<file path="config.mk">
export PLATFORM = sky130hd
export DESIGN_NAME = alu_cmd_sequencer
export DESIGN_NICKNAME = d
export VERILOG_FILES = /design/src/rtl/alu_cmd_sequencer.sv
export SDC_FILE = /design/constraint.sdc
export NUM_CORES = 1
export LEC_CHECK = 0
export ABC_AREA = 1
export BUFFER_PORTS_ARGS = -buffer_cell sky130_fd_sc_hd__buf_4
export CAP_MARGIN = 40
export CORE_UTILIZATION = 40
export DETAILED_ROUTE_END_ITERATION = 8
export HOLD_SLACK_MARGIN = 0.06
export SLEW_MARGIN = 5
export SYNTH_ARGS = -nofsm -noshare
export SYNTH_HDL_FRONTEND = slang
export SYNTH_SLANG_ARGS = --single-unit
</file>
<file path="constraint.sdc">
create_clock -name clk -period 5.1 [get_ports clk]
set_input_delay 0.255 -clock clk [delete_from_list [all_inputs] [get_ports clk]]
set_output_delay 0.255 -clock clk [all_outputs]
set_load 0.02 [all_outputs]
</file>
<file path="src/rtl/alu_cmd_sequencer.sv">
// Command buffer and in-order result return in front of a fixed-latency ALU.
// Optional build macro ALU_SEQ_STATS_EN adds saturating stat_issued/stat_completed counters.
module alu_cmd_sequencer #(
    parameter int DATA_W         = 8,
    parameter int CMD_DEPTH      = 4,
    parameter int RES_DEPTH      = 4,
    parameter int RESULT_LATENCY = 1
) (
    input  logic              clk,
    input  logic              rst,
    input  logic              cmd_valid,
    output logic              cmd_ready,
    input  logic [DATA_W-1:0] cmd_A,
    input  logic [DATA_W-1:0] cmd_B,
    input  logic              cmd_a_en,
    input  logic              cmd_b_en,
    input  logic [2:0]        cmd_a_op,
    input  logic [1:0]        cmd_b_op,
    output logic [DATA_W-1:0] A,
    output logic [DATA_W-1:0] B,
    output logic              a_en,
    output logic              b_en,
    output logic [2:0]        a_op,
    output logic [1:0]        b_op,
    output logic              ALU_en,
    input  logic [DATA_W-1:0] C,
    output logic              res_valid,
    input  logic              res_ready,
    output logic [DATA_W-1:0] res_data,
    output logic              busy
`ifdef ALU_SEQ_STATS_EN
    ,
    output logic [15:0]       stat_issued,
    output logic [15:0]       stat_completed
`endif
);

    localparam int CPTR_W = $clog2(CMD_DEPTH);
    localparam int CCNT_W = CPTR_W + 1;
    localparam int RPTR_W = $clog2(RES_DEPTH);
    localparam int RCNT_W = RPTR_W + 1;
    localparam int CMD_W  = 2 * DATA_W + 7;

    typedef enum logic [1:0] {
        ST_IDLE  = 2'd0,
        ST_ISSUE = 2'd1,
        ST_STALL = 2'd2,
        ST_DRAIN = 2'd3
    } state_t;

    function automatic int popcount_f(input logic [RESULT_LATENCY-1:0] v);
        int n;
        n = 32'sd0;
        for (int i = 0; i < RESULT_LATENCY; i++) begin
            if (v[i]) n = n + 32'sd1;
        end
        return n;
    endfunction

    logic [CMD_W-1:0]          cmd_mem_r [CMD_DEPTH];
    logic [CPTR_W-1:0]         cmd_wr_ptr_r;
    logic [CPTR_W-1:0]         cmd_rd_ptr_r;
    logic [CCNT_W-1:0]         cmd_count_r;
    logic [CCNT_W-1:0]         cmd_count_nxt_s;
    logic [DATA_W-1:0]         res_mem_r [RES_DEPTH];
    logic [RPTR_W-1:0]         res_wr_ptr_r;
    logic [RPTR_W-1:0]         res_rd_ptr_r;
    logic [RCNT_W-1:0]         res_count_r;
    logic [RCNT_W-1:0]         res_count_nxt_s;
    logic [RESULT_LATENCY-1:0] vld_pipe_r;
    logic [RESULT_LATENCY-1:0] vld_pipe_nxt_s;
    state_t                    state_r;
    state_t                    state_nxt_s;
    logic [CMD_W-1:0]          cmd_head_s;
    logic                      cmd_push_s;
    logic                      issue_s;
    logic                      capture_s;
    logic                      res_pop_s;
    logic                      cmd_avail_nxt_s;
    logic                      inflight_nxt_s;
    logic                      credit_nxt_s;

    assign cmd_ready  = (cmd_count_r != CCNT_W'(CMD_DEPTH));
    assign res_valid  = (res_count_r != {RCNT_W{1'b0}});
    assign res_data   = res_mem_r[res_rd_ptr_r];
    assign busy       = (state_r != ST_IDLE) || res_valid;
    assign cmd_head_s = cmd_mem_r[cmd_rd_ptr_r];
    assign cmd_push_s = cmd_valid && cmd_ready;
    assign issue_s    = (state_r == ST_ISSUE) && (cmd_count_r != {CCNT_W{1'b0}});
    assign capture_s  = vld_pipe_r[RESULT_LATENCY-1];
    assign res_pop_s  = res_valid && res_ready;

    // Occupancy of both FIFOs for the coming cycle
    always_comb begin
        cmd_count_nxt_s = cmd_count_r;
        res_count_nxt_s = res_count_r;
        case ({cmd_push_s, issue_s})
            2'b10:   cmd_count_nxt_s = cmd_count_r + CCNT_W'(1'b1);
            2'b01:   cmd_count_nxt_s = cmd_count_r - CCNT_W'(1'b1);
            default: cmd_count_nxt_s = cmd_count_r;
        endcase
        case ({capture_s, res_pop_s})
            2'b10:   res_count_nxt_s = res_count_r + RCNT_W'(1'b1);
            2'b01:   res_count_nxt_s = res_count_r - RCNT_W'(1'b1);
            default: res_count_nxt_s = res_count_r;
        endcase
    end

    // Valid pipe shift; stage 0 is loaded from the op currently on the ALU port
    always_comb begin
        vld_pipe_nxt_s    = {RESULT_LATENCY{1'b0}};
        vld_pipe_nxt_s[0] = ALU_en;
        for (int i = 1; i < RESULT_LATENCY; i++) begin
            vld_pipe_nxt_s[i] = vld_pipe_r[i-1];
        end
    end

    // The op driving ALU_en is in flight too, so it consumes a credit
    assign cmd_avail_nxt_s = (cmd_count_nxt_s != {CCNT_W{1'b0}});
    assign inflight_nxt_s  = (vld_pipe_nxt_s != {RESULT_LATENCY{1'b0}}) || issue_s;
    assign credit_nxt_s    = (popcount_f(vld_pipe_nxt_s) + (issue_s ? 32'sd1 : 32'sd0)
                              + int'(res_count_nxt_s)) < RES_DEPTH;

    // Next state follows next-cycle contents so ISSUE always means "may issue now"
    always_comb begin
        state_nxt_s = state_r;
        case (state_r)
            ST_IDLE, ST_ISSUE, ST_STALL, ST_DRAIN: begin
                if (cmd_avail_nxt_s) begin
                    state_nxt_s = credit_nxt_s ? ST_ISSUE : ST_STALL;
                end else if (inflight_nxt_s) begin
                    state_nxt_s = ST_DRAIN;
                end else begin
                    state_nxt_s = ST_IDLE;
                end
            end
            default: state_nxt_s = ST_IDLE;
        endcase
    end

    // State, pointers, counts and valid pipe
    always_ff @(posedge clk) begin
        if (rst) begin
            state_r      <= ST_IDLE;
            cmd_wr_ptr_r <= {CPTR_W{1'b0}};
            cmd_rd_ptr_r <= {CPTR_W{1'b0}};
            cmd_count_r  <= {CCNT_W{1'b0}};
            res_wr_ptr_r <= {RPTR_W{1'b0}};
            res_rd_ptr_r <= {RPTR_W{1'b0}};
            res_count_r  <= {RCNT_W{1'b0}};
            vld_pipe_r   <= {RESULT_LATENCY{1'b0}};
        end else begin
            state_r     <= state_nxt_s;
            cmd_count_r <= cmd_count_nxt_s;
            res_count_r <= res_count_nxt_s;
            vld_pipe_r  <= vld_pipe_nxt_s;
            if (cmd_push_s) cmd_wr_ptr_r <= cmd_wr_ptr_r + CPTR_W'(1'b1);
            if (issue_s)    cmd_rd_ptr_r <= cmd_rd_ptr_r + CPTR_W'(1'b1);
            if (capture_s)  res_wr_ptr_r <= res_wr_ptr_r + RPTR_W'(1'b1);
            if (res_pop_s)  res_rd_ptr_r <= res_rd_ptr_r + RPTR_W'(1'b1);
        end
    end

    // FIFO storage; a capture landing in a reset cycle is dropped
    always_ff @(posedge clk) begin
        if (!rst && cmd_push_s) begin
            cmd_mem_r[cmd_wr_ptr_r] <= {cmd_A, cmd_B, cmd_a_en, cmd_b_en, cmd_a_op, cmd_b_op};
        end
        if (!rst && capture_s) begin
            res_mem_r[res_wr_ptr_r] <= C;
        end
    end

    // ALU port registers; operands hold after the issue cycle
    always_ff @(posedge clk) begin
        if (rst) begin
            A      <= {DATA_W{1'b0}};
            B      <= {DATA_W{1'b0}};
            a_en   <= 1'b0;
            b_en   <= 1'b0;
            a_op   <= 3'd0;
            b_op   <= 2'd0;
            ALU_en <= 1'b0;
        end else begin
            ALU_en <= issue_s;
            if (issue_s) begin
                {A, B, a_en, b_en, a_op, b_op} <= cmd_head_s;
            end
        end
    end

`ifdef ALU_SEQ_STATS_EN
    // Saturating issue/completion counters
    always_ff @(posedge clk) begin
        if (rst) begin
            stat_issued    <= 16'h0000;
            stat_completed <= 16'h0000;
        end else begin
            if (ALU_en && (stat_issued != 16'hFFFF)) begin
                stat_issued <= stat_issued + 16'h0001;
            end
            if (res_pop_s && (stat_completed != 16'hFFFF)) begin
                stat_completed <= stat_completed + 16'h0001;
            end
        end
    end
`endif

endmodule

</file>
=== Yosys cells after proc, flatten, opt, wreduce, memory -nomap -nowiden ===
Memories as Yosys holds them, arrays and structs flattened. A register that Yosys moved wholly into a read port is not among the register bits.
Cells that the tools add are included.
Widths: inputs -> output; s select.

* Flip-flop bits (word level): 18
* Latch bits: 0
* RAM bits: 124
* ROM bits: 0
* Input bits: 35
* Output and inout port bits: 35
* Word-level logic and storage cells: 58
* Memories: 2

* $add $sub $neg: 10
* $mul: 0
* Divide/modulo/power cells: 0
* Order comparisons: 1
* Equal/unequal tests: 8
* Shifts and indexed selects: 0
* Mux-type cells: 14
* Bitwise operators: 0
* Reduce and logical (&&, ||, !) cells: 14

{| class="wikitable"
|+ Memories
! memory !! words !! bits a word !! read ports !! clocked after memory_dff !! write ports !! line !! text
|-
| cmd_mem_r || 4 || 23 || 1 || 1 || 1 || 60 || <nowiki>logic [CMD_W-1:0] cmd_mem_r [CMD_DEPTH];</nowiki>
|-
| res_mem_r || 4 || 8 || 1 || 1 || 1 || 65 || <nowiki>logic [DATA_W-1:0] res_mem_r [RES_DEPTH];</nowiki>
|}

{| class="wikitable"
|+ Operators with widths
! kind !! count
|-
| $add 32x2->32 || 1
|-
| $add 32x4->32 || 1
|-
| $lt 32x4->1 const B || 1
|-
| $mux 2 || 6
|-
| $pmux 3 s2 || 2
|-
| $reduce_bool 3->1 || 3
|-
| $add 2x1->2 const B || 4
|-
| $eq 2x2->1 const B || 4
|-
| $add 3x1->3 const B || 2
|-
| $eq 2x1->1 const B || 3
|-
| $mux 1 || 6
|-
| $sub 3x1->3 const B || 2
|-
| $logic_and 1x1->1 || 5
|-
| $reduce_or 4->1 || 1
|-
| $ne 3x3->1 const B || 1
|-
| $logic_not 2->1 || 1
|-
| $logic_or 1x1->1 || 2
|-
| $reduce_bool 2->1 || 1
|-
| $logic_not 1->1 || 1
|}

=== Depth between registers and ports, before layout ===
* Depth after elaboration: 9
* Depth in mapped cells: 17
* Gate-level depth less buffers: 15

=== Worst setup path before layout ===
No wires, ideal clock.

* Path type: register -> register
* Start: reg cmd_count_r[0]
* End: reg state_r[1]
* Arrival time: 2.135 ns
* Required time: 4.991 ns
* Slack: 2.856 ns
* Cell stages (with the launch flop): 17
* Cells stage by stage: dfxtp_1 inv_2 nand3_2 nand3_2 inv_2 buf_6 buf_6 ha_1 inv_2 fa_1 or2_1 nand4_2 nand3_2 o21ai_2 inv_1 nand2_1 inv_1

* Cells in the longest elaborated chain, start to end: 9

{| class="wikitable"
|+ Ends and longest elaborated chain
! what !! line !! text
|-
| from (decl) || 63 || <nowiki>logic [CCNT_W-1:0] cmd_count_r;</nowiki>
|-
| from (signal assigned) || 147 || <nowiki>cmd_count_r <= {CCNT_W{1'b0}};</nowiki>
|-
| from (signal assigned) || 154 || <nowiki>cmd_count_r <= cmd_count_nxt_s;</nowiki>
|-
| $reduce_bool 3->1 * || 89 || <nowiki>assign issue_s = (state_r == ST_ISSUE) && (cmd_count_r != {CCNT_W{1'b0}});</nowiki>
|-
| $logic_and 1x1->1 * || 89 ||
|-
| net issue_s || 76 || <nowiki>logic issue_s;</nowiki>
|-
| $mux 1 || 121 || <nowiki>assign credit_nxt_s = (popcount_f(vld_pipe_nxt_s) + (issue_s ? 32'sd1 : 32'sd0)</nowiki>
|-
| $add 32x2->32 || 121 ||
|-
| $add 32x4->32 || 122 || <nowiki>+ int'(res_count_nxt_s)) < RES_DEPTH;</nowiki>
|-
| $lt 32x4->1 || 122 ||
|-
| $mux 2 || 130 || <nowiki>state_nxt_s = credit_nxt_s ? ST_ISSUE : ST_STALL;</nowiki>
|-
| $mux 2 * || 129 || <nowiki>if (cmd_avail_nxt_s) begin</nowiki>
|-
| $mux 2 * || 127 || <nowiki>case (state_r)</nowiki>
|-
| to (signal assigned) || 153 || <nowiki>state_r <= state_nxt_s;</nowiki>
|-
| to (decl) || 72 || <nowiki>state_t state_r;</nowiki>
|}

Mark *: on every way through the listed nets, which the timed path passes. The rest lies on a longest branch. The select of a mux whose other input is x is not followed.
A chain may end at the register's enable or synchronous reset.

=== Worst setup path in the final report ===
* Start: reg cmd_count_r[2]
* End: reg state_r[1]

* Cells in the longest elaborated chain, start to end: 9

{| class="wikitable"
|+ Ends and longest elaborated chain
! what !! line
|-
| $reduce_bool 3->1 || 89
|-
| $logic_and 1x1->1 || 89
|-
| $mux 1 || 121
|-
| $add 32x2->32 || 121
|-
| $add 32x4->32 || 122
|-
| $lt 32x4->1 || 122
|-
| $mux 2 || 130
|-
| $mux 2 * || 129
|-
| $mux 2 * || 127
|}

Mark *: on every way between the ends. The rest lies on a longest branch, timed or not. The select of a mux whose other input is x is not followed.

==> impl_metrics.toml <==
[cells_and_area]
layout_commonest_cell = "edfxtp_1"
syn_to_final_growth_pct = 24.51
final_core_util = 0.5109
diodes = 0
drive_gt1_frac = 0.2009
nets = 691
finalInstanceArea_sq_mm = 0.008117
stdcell_count = 873
most-common-layout-cells = "edfxtp_1 (124), nor2_1 (120), o21ai_0 (78)"

[clocking]
cts-resized-gates = 0
clk_latency_ns = 0.42
tritoncts = "built"
clockBufferDepth = 2
clock-root-buffer = "clkbuf_16"
ctsHtreeMaxLevel = 4
cts_made_buffers = 17
clock-sinks = 167
path_clk_slew_ns = 0.06

[placed_design]
io_buffers = 69
gp_congestion = 0.7262
post-place-cells = 810
hpwl_um = 8062
placed_area_sq_mm = 0.007222

[pwr]
p_leak_nw = 3.019
switching_share = 0.3080
pwr-share-seq = 0.438
peakVddDrop_uv = 292.7
clockPowerShare = 0.322
p_switching_mw = 1.202
power.internal_mw = 2.701
power_mw = 3.903
combPwrFrac = 0.240
cellPowerDensity_mw_per_mm2 = 480.8

[timing]
worst_slew_pin_slew_ns = 0.8374
hold_viol_final = 0
worst_clock_skew_ns = 0.01065
period_minus_slack_ns = 2.902
fin_crit_sh = 0.5691
relSlewSlack = 0.4396
fin_tns_setup_ns = 0
rsz0062_at_grt = "false"
finalSetupViolCount = 0
slew_viol_final = 0
max_freq_mhz = 344.5

[logic_synthesis]
synthesis.area_sq_mm = 0.006519
yosysUniqueCellTypes = 31
async_flop_share = 0
yosysTopAreaCell = "edfxtp_1"
yosys_warnings = 0
yosys_most_used_dff = "edfxtp_1"
avgSynthCellArea_sq_um = 11.96
ys_ff_latch = 167
synthTopCellsByArea = "edfxtp_1 (57%), dfxtp_1 (13%), nor2_1 (7.1%)"
synthCells = 545
ys_seq_area_frac = 0.7033
syn_nets = 592
synth_edf_count = 124
synth_top_area_frac = 0.5712

[worst_setup_path]
worstSetupStartpointType = "flop"
crit_chain = "inv_1 > nand3_2 > nand3_2 > inv_2 > ha_1 > inv_2 > fa_1 > o21ai_0 > nor2_1 > nand3_2 > o21ai_2 > inv_1 > nand2_1 > inv_1"
worstSetupPathType = "flop to flop"
critPathRequiredTime_ns = 5.42
cp_slowest_stage_delay_ns = 0.58
cp.arrival_ns = 3.22
slowest_stage = "inv_2"
end_kind = "flop"
path_max_fanout = 48

[drt]
postRouteAntennaNets = 0
first_pass_iters = 4
drt_wl_total_um = 13590
wire_per_inst_um = 15.57
first_iter_violations = 210
via_per_inst = 4.913
vias = 4289
drc_errors = 0

[global_routing]
grt_start_max_net_pins = 49
first_global_vias = 4107
grt_util_all_layers = 0.1698
antenna_found_initial = 0
grt_overflow = 0
grt_pass1_wl_um = 21000

[floorplan]
top_level_ports = 70
dieArea_sq_mm = 0.01681
core.rowCount = 46
initial_core_util = 0.4104
die_x_um = 129.7
die_y_um = 129.7
core_sq_mm = 0.01589

[status]
run_status = "finished, final reports clean"

[hold_path]
hold_path_class = "input pin to flop"

[flow_run]
cap_violations = 0
[layout make-up]
| type | instances | area, sq um |
|---|---|---|
| sequential | 167 | 4586 |
| tap | 216 | 270.3 |
| fill | 1416 | 7769 |
| timing repair buffer | 106 | 897.1 |
| clock buffer | 22 | 464.2 |
| clock inverter | 10 | 120.1 |
| multi-input combinational | 315 | 1640 |
| inverter | 37 | 138.9 |
[worst paths after layout]
path | from | end | slack (ns) | cells after the start
worst max-delay path | cmd_count_r[2] | state_r[1] | 2.20 | 14
worst min-delay path | rst | res_count_r[2] | 0.09 | 2
worst max register to register | cmd_count_r[2] | state_r[1] | 2.20 | 14
worst min register to register | res_rd_ptr_r[1] | flop | 0.48 | 2
[per-stage QoR]
step,setup WS [ns],hold slack (ns)
2_1_floorplan,2.856,0.3539
3_3_place_gp,2.365,0.4517
3_5_place_dp,2.203,0.4569
4_1_cts,2.186,0.07838
5_1_grt,1.905,0.08771
6_report,2.198,0.09137
[state kept, by name, indices dropped and copies added (netlist names), named ones only]
register      flops
res_count_r       3
b_en              1
res_rd_ptr_r      2
cmd_mem_r        92
res_mem_r        32
ALU_en            1
cmd_wr_ptr_r      2
res_wr_ptr_r      2
B                 8
A                 8
state_r           2
cmd_rd_ptr_r      2
a_en              1
a_op              3
cmd_count_r       3
b_op              2
capture_s         1
[cell families after synthesis]
logic type | share of synthesized area
DFF | 0.7033
and+or+nand+nor | 0.1090
AOI/OAI and AO/OA | 0.1131
buffers and inverters | 0.04664
adders and majority gates | 0.02534
xor gates and xnor gates | 0.002688
[power groups by stage]
stage / Sequential (mW) / Clock [mW] / Combinational [mW]
global placement: 1.75 / 0 / 0.858
floorplan: 1.75 / 0 / 0.589
global route: 1.72 / 1.33 / 1.04
CTS: 1.71 / 1.28 / 0.948
finish: 1.71 / 1.26 / 0.938
detailed placement: 1.74 / 0 / 0.926
[metal layers]
| metal | GRT usage | routed length [um] |
|---|---|---|
| met1 | 0.1939 | 5984 |
| met4 | 0.07045 | 218 |
| met2 | 0.3039 | 6902 |
| met5 | 0 | 0 |
| met3 | 0.04088 | 488 |
[worst max-delay path: cells and delay by family, from the launching register on]
family	cells	cell delay, ns
AOI/OAI and AO/OA	2	0.29
and+or+nand+nor	5	0.58
DFF	1	0.36
buffers and inverters	5	0.80
adders and majority gates	2	0.76
[Yosys cell counts (2+ instances only)]
cell type,count
nand3_2,6
nand4_1,2
nand2_4,3
ha_1,10
a31oi_1,23
o22ai_1,8
inv_2,7
o21ai_1,15
dfxtp_1,43
clkbuf_2,2
edfxtp_1,124
clkbuf_1,7
nand3_1,6
inv_1,30
buf_6,5
nand2_2,3
buf_2,7
fa_1,2
nand2_1,15
nor2_1,124
buf_4,5
o21ai_0,78
a21oi_1,12
[timing repair]
item | in CTS | in global routing
buffers inserted | 0 | 0
hold buffers | 31 | 0
endpoints found under the hold margin | 124 | 0
Power figures use the tool's default switching activity.
